[src/rtl/ika9958_rcc_gen.sv]
// ika9958_rcc_gen: clock/reset control; i_XTAL1 clock, i_RST sync reset, i_XTAL_NCEN advance enable -> o_PHASE, DHCLK/DLCLK levels and edge enables, stretched o_RST_INT, o_LOCKED; the i_DLCLK_n/i_SLAVE phase lock is built only with IKA9958_EXTSYNC_EN
module ika9958_rcc_gen #(
  parameter int DIV = 4,
  parameter int RST_STRETCH = 16,
  parameter int LOCK_PHASE = (DIV/2+2)%DIV,
  parameter int LOCK_CNT = 3
)(
  input  logic                    i_XTAL1,
  input  logic                    i_RST,
  input  logic                    i_XTAL_NCEN,
  input  logic                    i_DLCLK_n,
  input  logic                    i_SLAVE,
  output logic [$clog2(DIV)-1:0]  o_PHASE,
  output logic                    o_DHCLK_n,
  output logic                    o_DLCLK_n,
  output logic                    o_DHCLK_PCEN,
  output logic                    o_DHCLK_NCEN,
  output logic                    o_DLCLK_PCEN,
  output logic                    o_DLCLK_NCEN,
  output logic                    o_RST_INT,
  output logic                    o_LOCKED
);
  localparam int PW = $clog2(DIV);
  localparam int RW = $clog2(RST_STRETCH+1);
  logic adv, en, load;
  logic [PW-1:0] phase_inc;
  logic [RW-1:0] rcnt;
  assign adv = ~i_XTAL_NCEN;
  assign en = adv & ~i_RST;
  assign phase_inc = (o_PHASE == PW'(DIV-1)) ? '0 : o_PHASE + 1'b1;
  assign o_DHCLK_n = ~o_PHASE[0];
  assign o_DLCLK_n = o_PHASE < PW'(DIV/2);
  assign o_DHCLK_NCEN = en & ~o_PHASE[0];
  assign o_DHCLK_PCEN = en & o_PHASE[0];
  assign o_DLCLK_NCEN = en & (o_PHASE == PW'(DIV/2-1));
  assign o_DLCLK_PCEN = en & (o_PHASE == PW'(DIV-1));
  assign o_RST_INT = i_RST | (rcnt != '0);
  always_ff @(posedge i_XTAL1) begin
    if (i_RST) begin
      o_PHASE <= '0;
      rcnt <= RW'(RST_STRETCH);
    end else if (adv) begin
      o_PHASE <= load ? PW'(LOCK_PHASE) : phase_inc;
      rcnt <= (rcnt != '0) ? rcnt - 1'b1 : rcnt;
    end
  end
`ifdef IKA9958_EXTSYNC_EN
  localparam int MW = $clog2(LOCK_CNT+1);
  localparam int TW = $clog2(2*DIV);
  localparam logic [1:0] UNLOCKED = 2'd0, TRACK = 2'd1, LOCKED = 2'd2;
  logic [1:0] sync, state;
  logic [MW-1:0] mcnt;
  logic [TW-1:0] tcnt;
  logic dl_prev, pend, slave_q, fall, chg, pend_eff, match, timeout;
  assign fall = dl_prev & ~sync[1];
  assign chg = i_SLAVE ^ slave_q;
  assign pend_eff = pend | fall;
  assign load = i_SLAVE & ~chg & adv & pend_eff;
  assign match = phase_inc == PW'(LOCK_PHASE);
  assign timeout = adv & ~load & (tcnt == TW'(2*DIV-1));
  assign o_LOCKED = i_SLAVE ? (state == LOCKED) : ~o_RST_INT;
  always_ff @(posedge i_XTAL1) begin
    if (i_RST) begin
      sync <= 2'b11;
      dl_prev <= 1'b1;
      pend <= 1'b0;
      slave_q <= i_SLAVE;
      state <= UNLOCKED;
      mcnt <= '0;
      tcnt <= '0;
    end else begin
      sync <= {sync[0], i_DLCLK_n};
      dl_prev <= sync[1];
      slave_q <= i_SLAVE;
      if (~i_SLAVE | chg) begin
        pend <= 1'b0;
        state <= UNLOCKED;
        mcnt <= '0;
        tcnt <= '0;
      end else begin
        pend <= pend_eff & ~load;
        if (load) begin
          tcnt <= '0;
          mcnt <= ~match ? '0 : (mcnt == MW'(LOCK_CNT)) ? mcnt : mcnt + 1'b1;
          state <= (match && mcnt >= MW'(LOCK_CNT-1)) ? LOCKED : TRACK;
        end else if (adv) begin
          tcnt <= timeout ? tcnt : tcnt + 1'b1;
          if (timeout) begin
            state <= UNLOCKED;
            mcnt <= '0;
          end
        end
      end
    end
  end
`else
  logic unused_ext;
  assign unused_ext = i_DLCLK_n ^ i_SLAVE;
  assign load = 1'b0;
  assign o_LOCKED = ~o_RST_INT;
`endif
endmodule
[config.mk]
export PLATFORM = sky130hd
export DESIGN_NAME = ika9958_rcc_gen
export DESIGN_NICKNAME = d
export VERILOG_FILES = /design/src/rtl/ika9958_rcc_gen.sv
export SDC_FILE = /design/constraint.sdc
export NUM_CORES = 1
export LEC_CHECK = 0
export ABC_CLOCK_PERIOD_IN_PS = 1700
export CORE_AREA = 2 2 39 41
export DETAILED_ROUTE_END_ITERATION = 10
export DIE_AREA = 0 0 41 43
export MAX_ROUTING_LAYER = met4
export PLACE_DENSITY_LB_ADDON = 0.08
export SYNTH_ARGS = -nofsm -noshare
export SYNTH_HDL_FRONTEND = slang
export SYNTH_SLANG_ARGS = --single-unit
[constraint.sdc]
create_clock -name i_XTAL1 -period 1.7 [get_ports i_XTAL1]
set_clock_uncertainty 0.05 [all_clocks]
set_input_delay 0.17 -clock i_XTAL1 [delete_from_list [all_inputs] [get_ports i_XTAL1]]
set_output_delay 0.17 -clock i_XTAL1 [all_outputs]
set_load 0.03 [all_outputs]
==> reports/results.txt <==
Outcome: complete, but fails checks
Failing checks: negative setup slack
H-tree Lvls: 1
Worst-Margin Slew: 0.362 ns
Chip Height: 43 um
CTS tree: done
Seq pwr share: 36.5%
Hold Crit Depth: 2
Residual DRC: 0
Setup crit end kind: output pin
Yosys top cell area share: 36.8%
Clock Power Share: 28.1%
Io pins: 15
Final Max Tran Viols: 0
Startpoint types: register
Mean Syn Cell Area: 7.76 um2
Ant. Diodes: 0
Worst r2r dst: rcnt[1]
Fraction of registers with async set/reset: 0%
RSZ-0062 raised after global routing: yes
Net count reported at finish: 84
Post-synth EDFFs: 0
Hold Startpoint: o_PHASE[1]
M3 GR Usage: 3.14%
Fillers: 139
Met2 Usage GRT: 20.6%
Most frequent cell after synthesis: inv_1
Synthesis-stage register bit count: 7
Seq/Total Area, Yosys: 36.8%
Starting Density: 27.5%
Worst hold slack: 0.506 ns
Grt ovf: 0
Starting DRT DRC Count: 7
Total Routed Length: 956 um
Die area: 1760 um2
Cell Rows: 14
Clock root buffer: clkbuf_4
R2R Setup Slk: 0.15 ns
Slew headroom: 75.6%
Met1 usage: 19.2%
Worst Slack Setup Final: -0.0837 ns
Fmax: 561 MHz
Count of cell types in the netlist: 18
Core area: 1380 um2
Routed Antenna Nets: 0
Crit-path max FO: 2
Placement Setup Slack: -0.251 ns
Final Setup Violations: 2
Num Clock Sinks: 7
Gate Count Post-Synth: 49
Critical Path AT: 1.56 ns
Reg clk slew, reported paths: 0.06 ns
Gp weighted congestion: 0.761
Max Cap Viol: 0
Final hold vios: 0
Setup CP Type: reg2out
Largest area contributor in the netlist: dfxtp_1
Worst skew pair latency: 0.25 ns
Initial antenna violation count: 0
Cell Area, Synth: 380 um2
Logic pwr share: 35.4%
Dpl cells: 86
R2R cell count: 5
Internal Power: 374 uW
Hold Path End: o_PHASE[1]
Static leakage: 0.291 nW
Sw Pwr: 174 uW
Die X: 41 um
Period Utilization, post-route: 105%
Switching share of power: 31.7%
Placed cell areas: 591 um2
Largest net degree at the start of global routing: 12
Worst Path Required: 1.48 ns
R2r startpoint: rcnt[0]
Area grow syn2layout: 71.7%
First-pass GRT wire length: 1730 um
Synth Net Count: 57
Layout Cells excl Fill: 91
Final min period: 1.78 ns
Via count: 417
Final core occ: 47.2%
DR vias/cell: 4.58
Ys Warns: 0
Post-DP HPWL: 711 um
Synth area leaders: dfxtp_1 37%, ha_1 9.9%, inv_1 8.9%, a21oi_1 6.6%, nor2_1 5.9%
Design area: 653 um2
Number of buffers created by CTS: 3
Clock buffer depth: 2
Count of input and output buffers: 12
Pwr dens: 838 nW/um2
Pre-antenna DRT Iters: 2
Vias in the first global route: 422
Hold Crit Class: reg2reg
Layout cells sized above 1: 38.7%
Post-synth top cells: 9 x inv_1, 7 x dfxtp_1, 6 x nor2_1
Primary FF master, synth: dfxtp_1
Busiest grt layer: met2
Max rail drop VDD: 0.385 mV
Total global-route track usage: 14.2%
Routed length per instance: 10.5 um
-- critical path, cell delays in order, from the launching register on --
cell and delay, ns:
dfxtp_2 0.33, inv_2 0.07, ha_4 0.12, or4b_4 0.48, nor2_4 0.11, buf_6 0.10, buf_6 0.11
-- power by group through the flow --
stage          Sequential, mW  Combinational [mW]  Clock [mW]
6_report                0.200               0.194       0.154
5_1_grt                 0.202               0.213       0.166
4_1_cts                 0.200               0.194       0.163
3_5_place_dp            0.201               0.176           0
3_3_place_gp            0.201               0.178           0
2_1_floorplan           0.209              0.0853           0
-- kinds of logic (layout without fill, tap and decap cells) --
| logic type | after synthesis | in the layout | share of synthesized area, % |
|---|---|---|---|
| flip-flops | 7 | 7 | 36.8 |
| buffers and inverters | 11 | 37 | 10.9 |
| AND/OR/NAND/NOR | 17 | 17 | 25.0 |
| adder cells (fa/ha/maj) | 3 | 3 | 9.87 |
| AO/OA/AOI/OAI | 11 | 11 | 17.4 |
-- state kept, by name, indices dropped and copies added (netlist names) --
| register | cells |
|---|---|
| rcnt | 5 |
| o_PHASE | 2 |
-- worst max path at each step --
stage / startpoint / to / slack (ns) / cells after the start
floorplan: rcnt[0] / o_RST_INT / -0.12 / 5
global placement: rcnt[0] / o_RST_INT / -0.23 / 6
detailed placement: rcnt[0] / o_RST_INT / -0.25 / 6
CTS: rcnt[1] / o_LOCKED / -0.12 / 6
global route: rcnt[1] / o_LOCKED / -0.13 / 6
finish: rcnt[0] / o_LOCKED / -0.08 / 6
-- metrics by stage --
| stage | TNS, ns | power (mW) |
|---|---|---|
| after floorplan | -0.117 | 0.294 |
| after global placement | -0.228 | 0.379 |
| after detailed placement | -0.251 | 0.376 |
| after CTS | -0.211 | 0.557 |
| after global routing | -0.245 | 0.581 |
| final | -0.142 | 0.547 |
-- layer usage --
layer | part of all wire (%) | up-vias
met5 | 0 | -
met4 | 0 | 0
met3 | 5.4 | 0
met2 | 46 | 10
met1 | 49 | 189
li1 | - | 218
-- cells in the final DEF, fill, tap and decap left out --
cell type,count
dfxtp_2,2
o31ai_1,1
nor3_1,2
nand3_1,2
clkbuf_4,3
a21o_1,1
dfxtp_1,5
o21ai_0,2
ha_1,2
clkbuf_1,1
nor3_2,1
nor4b_1,1
nand4_1,1
or4b_4,1
nor2_4,1
clkdlybuf4s50_1,6
nor4_1,1
and2_1,2
nor2_1,5
buf_4,15
a311oi_1,1
ha_4,1
buf_6,3
o211ai_1,1
inv_1,7
a21oi_1,5
inv_2,2
-- cell type report --
cell class | instances | area, um2 | share of cell area [%]
Clock buffer | 4 | 26.3 | 4.02
Inverter | 9 | 33.8 | 5.17
Multi-Input combinational cell | 31 | 224 | 34.3
Sequential cell | 7 | 143 | 21.8
Tap cell | 16 | 20.0 | 3.07
Timing Repair Buffer | 24 | 206 | 31.6
-- what timing repair did --
action | CTS | global route
resized for setup | 16 | 0
cloned | 0 | 0
hold buffers | 0 | 0
buffers inserted | 1 | 0
setup endpoints to repair | 2 | 2
pin swaps | 2 | 1
Note: power is estimated with default switching activity, not from simulation.
